## src/rtl/adder_sched_pkg.sv

```systemverilog
// Shared types and flag layout for the adder scheduler and its datapath.
package adder_sched_pkg;

  typedef enum logic [1:0] {
    ST_IDLE  = 2'd0,
    ST_PASS1 = 2'd1,
    ST_PASS2 = 2'd2,
    ST_RESP  = 2'd3
  } state_t;

  localparam int FLG_C  = 0;
  localparam int FLG_N  = 1;
  localparam int FLG_PV = 2;
  localparam int FLG_F3 = 3;
  localparam int FLG_H  = 4;
  localparam int FLG_F5 = 5;
  localparam int FLG_Z  = 6;
  localparam int FLG_S  = 7;

  typedef struct packed {
    logic [15:0] a;
    logic [15:0] b;
    logic        opp;
    logic        size;
    logic        use_c;
    logic        cin;
  } op_t;

  // Carry ops: result-shaped flags come from pass 2; carries accumulate and overflow cancels.
  function automatic logic [7:0] merge_carry_flags(input logic [7:0] f1, input logic [7:0] f2);
    logic [7:0] f;
    f         = f2;
    f[FLG_C]  = f1[FLG_C] | f2[FLG_C];
    f[FLG_H]  = f1[FLG_H] | f2[FLG_H];
    f[FLG_PV] = f1[FLG_PV] ^ f2[FLG_PV];
    return f;
  endfunction

endpackage

```

## src/rtl/adder.sv

```systemverilog
// Shared 8/16-bit add/subtract datapath; subtract is a + ~b + 1, carry/half report borrow.
module adder
  import adder_sched_pkg::*;
(
  input  logic [15:0] a,
  input  logic [15:0] b,
  input  logic        opp,
  input  logic        size,
  output logic [15:0] out,
  output logic [7:0]  flags
);

  logic [15:0] bx;
  logic [8:0]  s9;
  logic [16:0] s17;

  always_comb begin
    bx    = opp ? ~b : b;
    s9    = {1'b0, a[7:0]} + {1'b0, bx[7:0]} + {8'b0, opp};
    s17   = {1'b0, a} + {1'b0, bx} + {16'b0, opp};
    flags = '0;
    if (size) begin
      out           = s17[15:0];
      flags[FLG_S]  = s17[15];
      flags[FLG_F5] = s17[13];
      flags[FLG_F3] = s17[11];
      flags[FLG_H]  = a[12] ^ bx[12] ^ s17[12] ^ opp;
      flags[FLG_PV] = (a[15] == bx[15]) && (s17[15] != a[15]);
      flags[FLG_C]  = s17[16] ^ opp;
    end else begin
      out           = {8'h00, s9[7:0]};
      flags[FLG_S]  = s9[7];
      flags[FLG_F5] = s9[5];
      flags[FLG_F3] = s9[3];
      flags[FLG_H]  = a[4] ^ bx[4] ^ s9[4] ^ opp;
      flags[FLG_PV] = (a[7] == bx[7]) && (s9[7] != a[7]);
      flags[FLG_C]  = s9[8] ^ opp;
    end
    flags[FLG_Z] = (out == 16'h0000);
    flags[FLG_N] = opp;
  end

endmodule

```

## src/rtl/rr_pick.sv

```systemverilog
// Circular first-set search starting just after the last served lane.
module rr_pick #(
  parameter int NREQ = 3,
  parameter int IW   = 2
) (
  input  logic [NREQ-1:0] req,
  input  logic [IW-1:0]   last,
  output logic [NREQ-1:0] pick,
  output logic [IW-1:0]   idx,
  output logic            any
);

  always_comb begin
    pick = '0;
    idx  = '0;
    any  = 1'b0;
    for (int k = 1; k <= NREQ; k++) begin
      int j;
      j = (int'(last) + k) % NREQ;
      if (!any && req[j]) begin
        any     = 1'b1;
        pick[j] = 1'b1;
        idx     = IW'(j);
      end
    end
  end

endmodule

```

## src/rtl/adder_sched.sv

```systemverilog
// Round-robin owner of the shared adder; carry ops take a second pass adding cin to pass-1 output.
module adder_sched
  import adder_sched_pkg::*;
#(
  parameter int NREQ = 3
) (
  input  logic                 clk,
  input  logic                 reset,
  input  logic [NREQ-1:0]      req,
  input  logic [16*NREQ-1:0]   a_in,
  input  logic [16*NREQ-1:0]   b_in,
  input  logic [NREQ-1:0]      opp_in,
  input  logic [NREQ-1:0]      size_in,
  input  logic [NREQ-1:0]      use_c_in,
  input  logic [NREQ-1:0]      cin_in,
  output logic [NREQ-1:0]      gnt,
  output logic [NREQ-1:0]      done,
  output logic [15:0]          result,
  output logic [7:0]           flags,
  output logic                 busy
);

  localparam int IW = (NREQ > 1) ? $clog2(NREQ) : 1;

  state_t          state;
  op_t             op;
  logic [IW-1:0]   last;
  logic [7:0]      flg1;
  logic [NREQ-1:0] pick;
  logic [IW-1:0]   pick_idx;
  logic            pick_any;
  logic [15:0]     sum;
  logic [7:0]      sum_flg;

  rr_pick #(.NREQ(NREQ), .IW(IW)) u_pick (
    .req  (req),
    .last (last),
    .pick (pick),
    .idx  (pick_idx),
    .any  (pick_any)
  );

  adder u_adder (
    .a     (op.a),
    .b     (op.b),
    .opp   (op.opp),
    .size  (op.size),
    .out   (sum),
    .flags (sum_flg)
  );

  always_ff @(posedge clk) begin
    if (reset) begin
      state  <= ST_IDLE;
      op     <= '0;
      last   <= IW'(NREQ - 1);
      flg1   <= '0;
      gnt    <= '0;
      result <= '0;
      flags  <= '0;
    end else begin
      case (state)
        ST_IDLE: if (pick_any) begin
          op    <= '{a:     a_in[16*pick_idx +: 16],
                     b:     b_in[16*pick_idx +: 16],
                     opp:   opp_in[pick_idx],
                     size:  size_in[pick_idx],
                     use_c: use_c_in[pick_idx],
                     cin:   cin_in[pick_idx]};
          last  <= pick_idx;
          gnt   <= pick;
          state <= ST_PASS1;
        end
        ST_PASS1: if (op.use_c) begin
          op.a  <= sum;
          op.b  <= {15'b0, op.cin};
          flg1  <= sum_flg;
          state <= ST_PASS2;
        end else begin
          result <= sum;
          flags  <= sum_flg;
          state  <= ST_RESP;
        end
        ST_PASS2: begin
          result <= sum;
          flags  <= merge_carry_flags(flg1, sum_flg);
          state  <= ST_RESP;
        end
        default: begin
          gnt   <= '0;
          state <= ST_IDLE;
        end
      endcase
    end
  end

  assign done = (state == ST_RESP) ? gnt : '0;
  assign busy = (state != ST_IDLE);

endmodule

```

## config.mk

```make
export PLATFORM = sky130hd
export DESIGN_NAME = adder_sched
export DESIGN_NICKNAME = d
export VERILOG_FILES = /design/src/rtl/adder_sched_pkg.sv /design/src/rtl/adder.sv /design/src/rtl/rr_pick.sv /design/src/rtl/adder_sched.sv
export SDC_FILE = /design/constraint.sdc
export NUM_CORES = 1
export LEC_CHECK = 0
export CAP_MARGIN = 20
export CORE_UTILIZATION = 35
export CTS_CLUSTER_DIAMETER = 40
export DETAILED_ROUTE_END_ITERATION = 7
export SLEW_MARGIN = 20
export SYNTH_ARGS = -nofsm -noshare
export SYNTH_HDL_FRONTEND = slang
export SYNTH_SLANG_ARGS = --single-unit
```

## constraint.sdc

```tcl
create_clock -name clk -period 4.1 [get_ports clk]
set_input_delay 0.82 -clock clk [delete_from_list [all_inputs] [get_ports clk]]
set_output_delay 0.82 -clock clk [all_outputs]
set_load 0.01 [all_outputs]
```

==> flow_metrics.py, run 1 <==
metrics = {
    "route": {
        "ant_nets": 0,
        "drc": 0,
        "wl_per_cell_um": 16.4,
        "vias": 4987,
        "drtPass1Iterations": 5,
        "vias_per_cell": 5.31,
        "initialDrtViolationCount": 305,
        "finalWirelength_um": 15400,
    },
    "timing": {
        "min_period_ns": 3.61,
        "fin_worst_skew_ns": 0.00891,
        "setup_viol": 0,
        "slew_violations": 0,
        "grt_setup_unrepaired": "false",
        "fin_crit_sh_pct": 88.1,
        "whs_ns": 0.446,
        "setup_tns_ns": 0,
        "slew_headroom_pct": 46.9,
        "clock.fmax_ghz": 0.277,
        "setup_ws_ns": 0.486,
        "hold_viol_final": 0,
        "tightest_slew_ns": 0.795,
    },
    "die": {
        "row_count": 43,
        "die_h_um": 121,
        "start_util_pct": 35.7,
        "die_w_um": 121,
        "dieArea_mm2": 0.0146,
        "core_mm2": 0.0138,
        "pin_count": 144,
    },
    "logic_synthesis": {
        "ys.flop_type": "dfxtp_1",
        "synth_area_mm2": 0.00493,
        "syn-num-nets": 775,
        "yosysTopAreaCell": "dfxtp_1",
        "synth_common_cells": "107 x nor2_1, 70 x dfxtp_1, 60 x a21oi_1",
        "synth-seq-area-share_pct": 28.4,
        "syn_inst": 635,
        "synth_top_area_share_pct": 28.4,
        "postSynthAreaPerCell_um2": 7.77,
        "synth_area_leaders": "dfxtp_1 28%, nor2_1 8.1%, mux2i_1 7.7%",
        "synth.most_common_cell": "nor2_1",
        "ys_ff_latch": 70,
        "async_flop_share_pct": 0,
        "ys_warn_count": 0,
        "synth-edff-count": 0,
        "ys_types": 67,
    },
    "place": {
        "placed_area_mm2": 0.00652,
        "dp_cells": 924,
        "portBuffers": 143,
        "place_ws_ns": 0.260,
        "hpwl_um": 11800,
        "place.gp.congestion": 0.844,
    },
    "pwr": {
        "combPwrFrac_pct": 65.4,
        "powerDensity_mw_per_mm2": 817,
        "seqPwrFrac_pct": 20.4,
        "peakVddDrop_mv": 0.340,
        "internal-power_mw": 2.86,
        "power_mw": 5.57,
        "p_leak_nw": 2.83,
        "pwr-share-clk_pct": 14.2,
        "power_switching_mw": 2.72,
        "swShare_pct": 48.8,
    },
    "cts": {
        "numCtsBuffers": 9,
        "cts.root.buffer_cell": "clkbuf_16",
        "ctsHoldBuffers": 0,
        "post_cts_resized": 0,
        "clk_pin_slew_ns": 0.06,
        "cts_setup_buffers": 0,
        "clock_latency_ns": 0.34,
        "cts_tree": "done",
        "htree_levels": 3,
        "cts_sinks": 70,
        "cts.path.max_buffers": 2,
    },
    "worst_setup_path": {
        "crit_type": "reg2reg",
        "cp_max_fo": 13,
        "critPathLaunchType": "flip-flop",
        "critPathCaptureType": "flip-flop",
        "arrival_ns": 3.89,
        "cp_data_required_time_ns": 4.37,
    },
    "layout": {
        "layout.nets": 895,
        "design_area_mm2": 0.00683,
        "multi_input_area_mm2": 0.00329,
        "fill_cells": 1340,
        "area.growth.synth_to_final_pct": 38.3,
        "antennaDiodeCount": 0,
        "final_util_pct": 49.4,
        "fin_cells": 940,
        "drive_gt1_share_pct": 6.18,
        "seqCellArea_mm2": 0.00140,
    },
    "global_route": {
        "grt_pass1_vias": 4934,
        "grt_max_degree": 74,
        "grt_pass1_wl_um": 24800,
        "track_usage_pct": 21.6,
        "grt-ovfl-total": 0,
        "antenna_found_initial": 0,
    },
    "hold_path": {
        "min_path_type": "reg2reg",
    },
    "status": {
        "outcome": "complete, no violations",
    },
    "run": {
        "maxCapViolCount": 0,
    },
}
[final timing paths]
check	from	depth (start not counted)	endpoint	slack (ns)
worst max-delay path	op[3]$_SDFFE_PP0P_	11	flags[6]$_SDFFE_PP0P_	0.49
worst min-delay path	result[9]$_SDFFE_PP0P_	2	result[9]$_SDFFE_PP0P_	0.45
worst max register to register	op[3]$_SDFFE_PP0P_	11	flags[6]$_SDFFE_PP0P_	0.49
worst min register to register	result[9]$_SDFFE_PP0P_	2	result[9]$_SDFFE_PP0P_	0.45
[cell families after synthesis]
kind of cell / after synthesis / share of synthesized area, %
adder cells (fa/ha/maj): 28 / 7.20
flip-flops: 70 / 28.4
AO/OA/AOI/OAI: 181 / 24.4
AND/OR/NAND/NOR: 224 / 20.4
buffers and inverters: 61 / 5.58
multiplexers: 39 / 7.99
XOR/XNOR: 32 / 5.98
[registers in the layout (all words and copies together) (netlist names)]
name	count
flg1	3
state	2
op	36
result	16
last	2
flags	8
gnt	3
[critical path: stages (launching register included)]
cell and delay, ns:
dfxtp_1 0.56, buf_4 0.31, xor2_1 0.18, ha_1 0.34
nand2_1 0.14, o22ai_1 0.12, nor4_1 0.55, o21bai_2 0.10
mux2i_1 0.20, or4_1 0.59, nor4b_2 0.27, a31o_1 0.19
[power groups by stage]
stage	Sequential (mW)	Clock [mW]	Combinational, mW
floorplan	1.08	0	2.60
global route	1.17	0.831	4.04
global placement	1.14	0	3.60
finish	1.14	0.794	3.65
CTS	1.14	0.804	3.66
detailed placement	1.15	0	3.64
[routing by layer]
metal | GRT usage (%) | part of all wire [%]
met5 | 0 | 0
met4 | 7.33 | 1.8
met3 | 3.40 | 5.5
met2 | 36.6 | 47
met1 | 27.6 | 46
[layout by cell type, fill, tap and decap left out, types with 3 or more instances in the layout]
cell type / count
a211oi_1: 42
a21o_1: 6
a21oi_1: 60
a22oi_1: 19
a311oi_1: 3
a31oi_1: 3
and2_1: 5
and2_2: 3
buf_4: 11
clkbuf_16: 9
clkdlybuf4s50_1: 142
dfxtp_1: 70
ha_1: 26
inv_1: 14
inv_6: 3
mux2i_1: 38
nand2_1: 48
nand2b_1: 4
nand3_1: 6
nand4_1: 5
nor2_1: 107
nor2b_1: 4
nor3_1: 25
o211ai_1: 3
o21a_1: 4
o21ai_0: 14
o22ai_1: 3
xnor2_1: 8
xor2_1: 22
[cell type report]
type / instances / share of cell area, %
clock buffer: 9 / 3.30
clock inverter: 7 / 1.15
inverter: 14 / 0.770
multi-input combinational: 504 / 48.3
sequential: 70 / 20.5
tap: 180 / 3.30
timing repair buffer: 156 / 22.7
Power figures use the tool's default switching activity.
==> run 2, diff against run 1 <==
--- a/config.mk
+++ b/config.mk
@@ -9,6 +9,7 @@
 export CORE_UTILIZATION = 35
 export CTS_CLUSTER_DIAMETER = 40
 export DETAILED_ROUTE_END_ITERATION = 7
+export REMOVE_ABC_BUFFERS = 1
 export SLEW_MARGIN = 20
 export SYNTH_ARGS = -nofsm -noshare
 export SYNTH_HDL_FRONTEND = slang
==> run 2 against run 1 <==
Net effect: via count down 0.92%; combinational power about the same; first-iteration DRC count down 23%; die area unchanged; critical path type unchanged; count of clock-buffer cells in the layout unchanged; critical endpoint unchanged; maximum frequency up 4.2%.
==> flow_metrics.py, run 2 (same netlist as run 1, synthesis figures left out) <==
metrics = {
    "status": {
        "outcome": "complete, no violations",
    },
    "route": {
        "drc": 0,
        "initialDrtViolationCount": 236,
        "finalWirelength_um": 14900,
        "wl_per_cell_um": 15.9,
        "drtPass1Iterations": 4,
        "vias_per_cell": 5.26,
        "vias": 4941,
        "ant_nets": 0,
    },
    "place": {
        "place.gp.congestion": 0.890,
        "portBuffers": 143,
        "hpwl_um": 11200,
    },
    "layout": {
        "layout_common_cells": "142 x clkdlybuf4s50_1, 107 x nor2_1, 70 x dfxtp_1",
        "top_regs": "op (36), result (16), flags (8)",
        "top_register": "op",
        "layout.nets": 894,
        "area.growth.synth_to_final_pct": 38.2,
        "largest_reg_flops": 36,
        "final_util_pct": 49.3,
        "fill_cells": 1348,
        "drive_gt1_share_pct": 6.06,
        "antennaDiodeCount": 0,
        "layout_commonest_cell": "clkdlybuf4s50_1",
    },
    "cts": {
        "clock_latency_ns": 0.34,
        "numCtsBuffers": 9,
        "cts.root.buffer_cell": "clkbuf_16",
        "clk_pin_slew_ns": 0.06,
        "cts_sinks": 70,
        "cts_setup_buffers": 0,
        "cts_tree": "done",
        "ctsHoldBuffers": 0,
        "htree_levels": 3,
        "post_cts_resized": 0,
        "cts.path.max_buffers": 2,
    },
    "pwr": {
        "peakVddDrop_mv": 0.334,
        "seqPwrFrac_pct": 20.1,
        "power_mw": 5.56,
        "swShare_pct": 48.9,
        "internal-power_mw": 2.84,
        "powerDensity_mw_per_mm2": 815,
        "pwr-share-clk_pct": 14.5,
        "combPwrFrac_pct": 65.4,
        "p_leak_nw": 2.82,
        "power_switching_mw": 2.72,
    },
    "die": {
        "core_mm2": 0.0138,
        "start_util_pct": 35.7,
        "die_w_um": 121,
        "row_count": 43,
        "dieArea_mm2": 0.0146,
        "pin_count": 144,
        "die_h_um": 121,
    },
    "hold_path": {
        "min_path_type": "reg2reg",
        "hold_depth": 2,
    },
    "timing": {
        "grt_setup_unrepaired": "false",
        "slew_headroom_pct": 47.6,
        "clock.fmax_ghz": 0.288,
        "tightest_slew_ns": 0.783,
        "hold_viol_final": 0,
        "fin_crit_sh_pct": 84.6,
        "fin_worst_skew_ns": 0.00712,
        "slew_violations": 0,
        "min_period_ns": 3.47,
        "whs_ns": 0.450,
        "setup_viol": 0,
    },
    "worst_setup_path": {
        "critPathLaunchType": "flip-flop",
        "crit_type": "reg2reg",
        "arrival_ns": 3.76,
        "cp_data_required_time_ns": 4.39,
        "rr_worst_depth": 10,
        "critPathCaptureType": "flip-flop",
        "cp_max_fo": 12,
    },
    "global_route": {
        "antenna_found_initial": 0,
        "grt_max_degree": 73,
        "grt_pass1_vias": 4808,
        "track_usage_pct": 20.5,
        "grt_pass1_wl_um": 23600,
        "grt-ovfl-total": 0,
    },
    "run": {
        "maxCapViolCount": 0,
    },
}
==> run 2: area by class of cell <==
cell class	instances	area, um^2	area share (%)
Multi-Input combinational cell	504	3290	48.3
Clock inverter	7	80.1	1.17
Clock buffer	9	225	3.30
Tap cell	180	225	3.30
Inverter	14	52.6	0.771
Sequential cell	70	1400	20.5
Timing Repair Buffer	155	1540	22.6
==> run 2: power by group through the flow <==
stage	Combinational, mW	Clock [mW]	Sequential (mW)
after floorplan	2.47	0	1.12
after global placement	3.55	0	1.13
after detailed placement	3.60	0	1.13
after CTS	3.63	0.818	1.12
after global routing	4.00	0.851	1.16
final	3.64	0.804	1.12
==> run 2: metrics by stage <==
stage               cells  TNS, ns  instance area, um^2  worst slack [ns]
CTS                   939        0                 6810             0.657
detailed placement    923        0                 6510             0.517
finish                939        0                 6820             0.630
floorplan             588   -18.54                 4710            -0.592
global route          939        0                 6820             0.378
global placement      923        0                 6510             0.570
==> run 2: critical path, cell delays in order (launching register included) <==
cell and delay, ns:
dfxtp_1 0.58, buf_4 0.31, xor2_1 0.12, ha_1 0.39, o211ai_1 0.13, o21ai_0 0.34, xor2_2 0.16, or4_1 0.55
or4_1 0.43, nor4b_2 0.22, a31o_1 0.17
==> run 2: path summary, 6_finish.rpt <==
path	end	startpoint	slack, ns
worst max-delay path	flags[6]$_SDFFE_PP0P_	op[3]$_SDFFE_PP0P_	0.63
worst min register to register	result[6]$_SDFFE_PP0P_	result[6]$_SDFFE_PP0P_	0.45
worst max register to register	flags[6]$_SDFFE_PP0P_	op[3]$_SDFFE_PP0P_	0.63
worst min-delay path	result[6]$_SDFFE_PP0P_	result[6]$_SDFFE_PP0P_	0.45
==> run 2: layer usage <==
metal	wire [um]	vias up	track usage (%)
met2	6860	174	35.5
met4	371	0	7.72
met5	0	-	0
met3	877	25	3.40
met1	6840	2230	25.5
li1	-	2512	-
==> run 3, diff against run 2 <==
==> constraint.sdc (replaced) <==
create_clock -name clk -period 3.29 [get_ports clk]
set_input_delay 0.658 -clock clk [delete_from_list [all_inputs] [get_ports clk]]
set_output_delay 0.658 -clock clk [all_outputs]
set_load 0.01 [all_outputs]
==> run 3 against run 2 <==
Net effect: critical path depth grew 1; core utilization up 1.2 points; global-route usage decreased by 0.42 points; maximum frequency rose by 11%; die area did not move; first-iteration DRC count grew 38%; count of clock-buffer cells in the layout increased by 2; combinational power is 31% higher; critical path type unchanged; largest cell class unchanged; largest power group unchanged.
==> flow_metrics.py, run 3 (same netlist as run 1, synthesis figures left out) <==
metrics = {
    "place": {
        "hpwl_um": 11300,
        "place_ws_ns": 0.124,
        "place.gp.congestion": 0.863,
        "portBuffers": 143,
        "dp_cells": 940,
    },
    "die": {
        "die_w_um": 121,
        "die_h_um": 121,
        "core_mm2": 0.0138,
        "dieArea_mm2": 0.0146,
        "start_util_pct": 35.7,
        "pin_count": 144,
        "row_count": 43,
    },
    "timing": {
        "setup_tns_ns": 0,
        "grt_setup_unrepaired": "false",
        "fin_crit_sh_pct": 95.2,
        "fin_worst_skew_ns": 0.00529,
        "hold_viol_final": 0,
        "min_period_ns": 3.13,
        "setup_viol": 0,
        "tightest_slew_ns": 0.748,
        "slew_headroom_pct": 50.2,
        "clock.fmax_ghz": 0.319,
        "slew_violations": 0,
        "setup_ws_ns": 0.159,
    },
    "global_route": {
        "grt_pass1_vias": 4803,
        "grt-ovfl-total": 0,
        "grt_max_degree": 73,
        "grt_pass1_wl_um": 23300,
        "antenna_found_initial": 0,
        "track_usage_pct": 20.1,
    },
    "cts": {
        "ctsHoldBuffers": 0,
        "clock_latency_ns": 0.34,
        "numCtsBuffers": 9,
        "clk_pin_slew_ns": 0.06,
        "cts_sinks": 70,
        "htree_levels": 3,
        "cts_setup_buffers": 0,
        "post_cts_resized": 0,
        "cts.path.max_buffers": 2,
        "cts_tree": "done",
        "cts.root.buffer_cell": "clkbuf_16",
    },
    "layout": {
        "largest_reg_flops": 36,
        "antennaDiodeCount": 0,
        "fin_cells": 956,
        "layout_common_cells": "142 x clkdlybuf4s50_1, 107 x nor2_1, 70 x dfxtp_1",
        "layout_commonest_cell": "clkdlybuf4s50_1",
        "seqCellArea_mm2": 0.00140,
        "fill_cells": 1301,
        "multi_input_area_mm2": 0.00330,
        "layout.nets": 911,
        "top_register": "op",
        "final_util_pct": 50.6,
        "area.growth.synth_to_final_pct": 41.7,
        "top_regs": "op (36), result (16), flags (8)",
        "drive_gt1_share_pct": 8.38,
    },
    "route": {
        "vias_per_cell": 5.20,
        "wl_per_cell_um": 15.5,
        "ant_nets": 0,
        "initialDrtViolationCount": 326,
        "vias": 4967,
        "drtPass1Iterations": 5,
        "drc": 0,
        "finalWirelength_um": 14800,
    },
    "run": {
        "maxCapViolCount": 0,
    },
    "worst_setup_path": {
        "path_cells": "buf_4 > xor2_1 > ha_1 > a21oi_1 > o22a_2 > nand2_2 > xor2_1 > or4_1 > or4_1 > nor4b_2 > a31o_1",
        "cp_max_fo": 6,
        "slowest_delay_ns": 0.51,
        "critPathLaunchType": "flip-flop",
        "crit_type": "reg2reg",
        "arrival_ns": 3.42,
        "critPathCaptureType": "flip-flop",
        "cp_data_required_time_ns": 3.58,
        "slowest_stage": "or4_1",
    },
    "pwr": {
        "power_mw": 7.24,
        "peakVddDrop_mv": 0.663,
        "powerDensity_mw_per_mm2": 1040,
        "p_leak_nw": 2.93,
    },
    "status": {
        "outcome": "complete, no violations",
    },
    "hold_path": {
        "min_path_type": "reg2reg",
    },
}
## run 3: changes by cell type in the layout (fill, tap and decap cells not counted), sizes merged
cell,previous run,this run
clkinv,1,2
bufinv,1,2
inv,17,14
clkinvlp,2,1
buf,13,30
clkbuf,9,11
## run 3: worst paths after layout
kind | startpoint | end | slack [ns] | depth (start not counted)
hold / removal | result[5]$_SDFFE_PP0P_ | result[5]$_SDFFE_PP0P_ | 0.45 | 2
setup / recovery | op[3]$_SDFFE_PP0P_ | flags[6]$_SDFFE_PP0P_ | 0.16 | 11
hold reg to reg | result[5]$_SDFFE_PP0P_ | result[5]$_SDFFE_PP0P_ | 0.45 | 2
setup reg to reg | op[3]$_SDFFE_PP0P_ | flags[6]$_SDFFE_PP0P_ | 0.16 | 11
## run 3: worst max-delay path: cells and delay by family (launching register included)
family / cells / cell delay, ns
and+or+nand+nor: 4 / 1.24
buffers and inverters: 1 / 0.18
DFF: 1 / 0.34
adders and majority gates: 1 / 0.37
AOI/OAI and AO/OA: 3 / 0.64
xor gates and xnor gates: 2 / 0.31
## run 3: final cells by class
| cell class | instances | area share [%] |
|---|---|---|
| repair buffers | 172 | 24.0 |
| multi-input cells | 504 | 47.2 |
| well taps | 180 | 3.22 |
| flip-flops and latches | 70 | 20.0 |
| clock buffers | 11 | 3.61 |
| inverters | 14 | 0.751 |
| clock inverters | 5 | 1.16 |
## run 3: report_power, final
group | internal, mW | leakage, nW | switching [mW] | total, mW
clock | 0.705 | 0.162 | 0.379 | 1.08
combinational | 2.02 | 2.20 | 2.75 | 4.77
sequential | 1.14 | 0.574 | 0.244 | 1.38
total | 3.86 | 2.93 | 3.38 | 7.24
## run 3: per-layer routing
metal  global-route usage (%)  up-vias  wire [um]  share of wire (%)
met5                        0        -          0                  0
met3                     3.30       12        731                4.9
met4                     4.78        0        146               0.99
met2                     35.6      137       7220                 49
li1                         -     2536          -                  -
met1                     25.3     2282       6720                 45
## run 3: through the flow
step	hold slack (ns)	cell area, um^2
5_1_grt	0.469	6990
6_report	0.448	6990
3_3_place_gp	0.444	6650
3_5_place_dp	0.445	6650
2_1_floorplan	0.431	4710
4_1_cts	0.453	6980
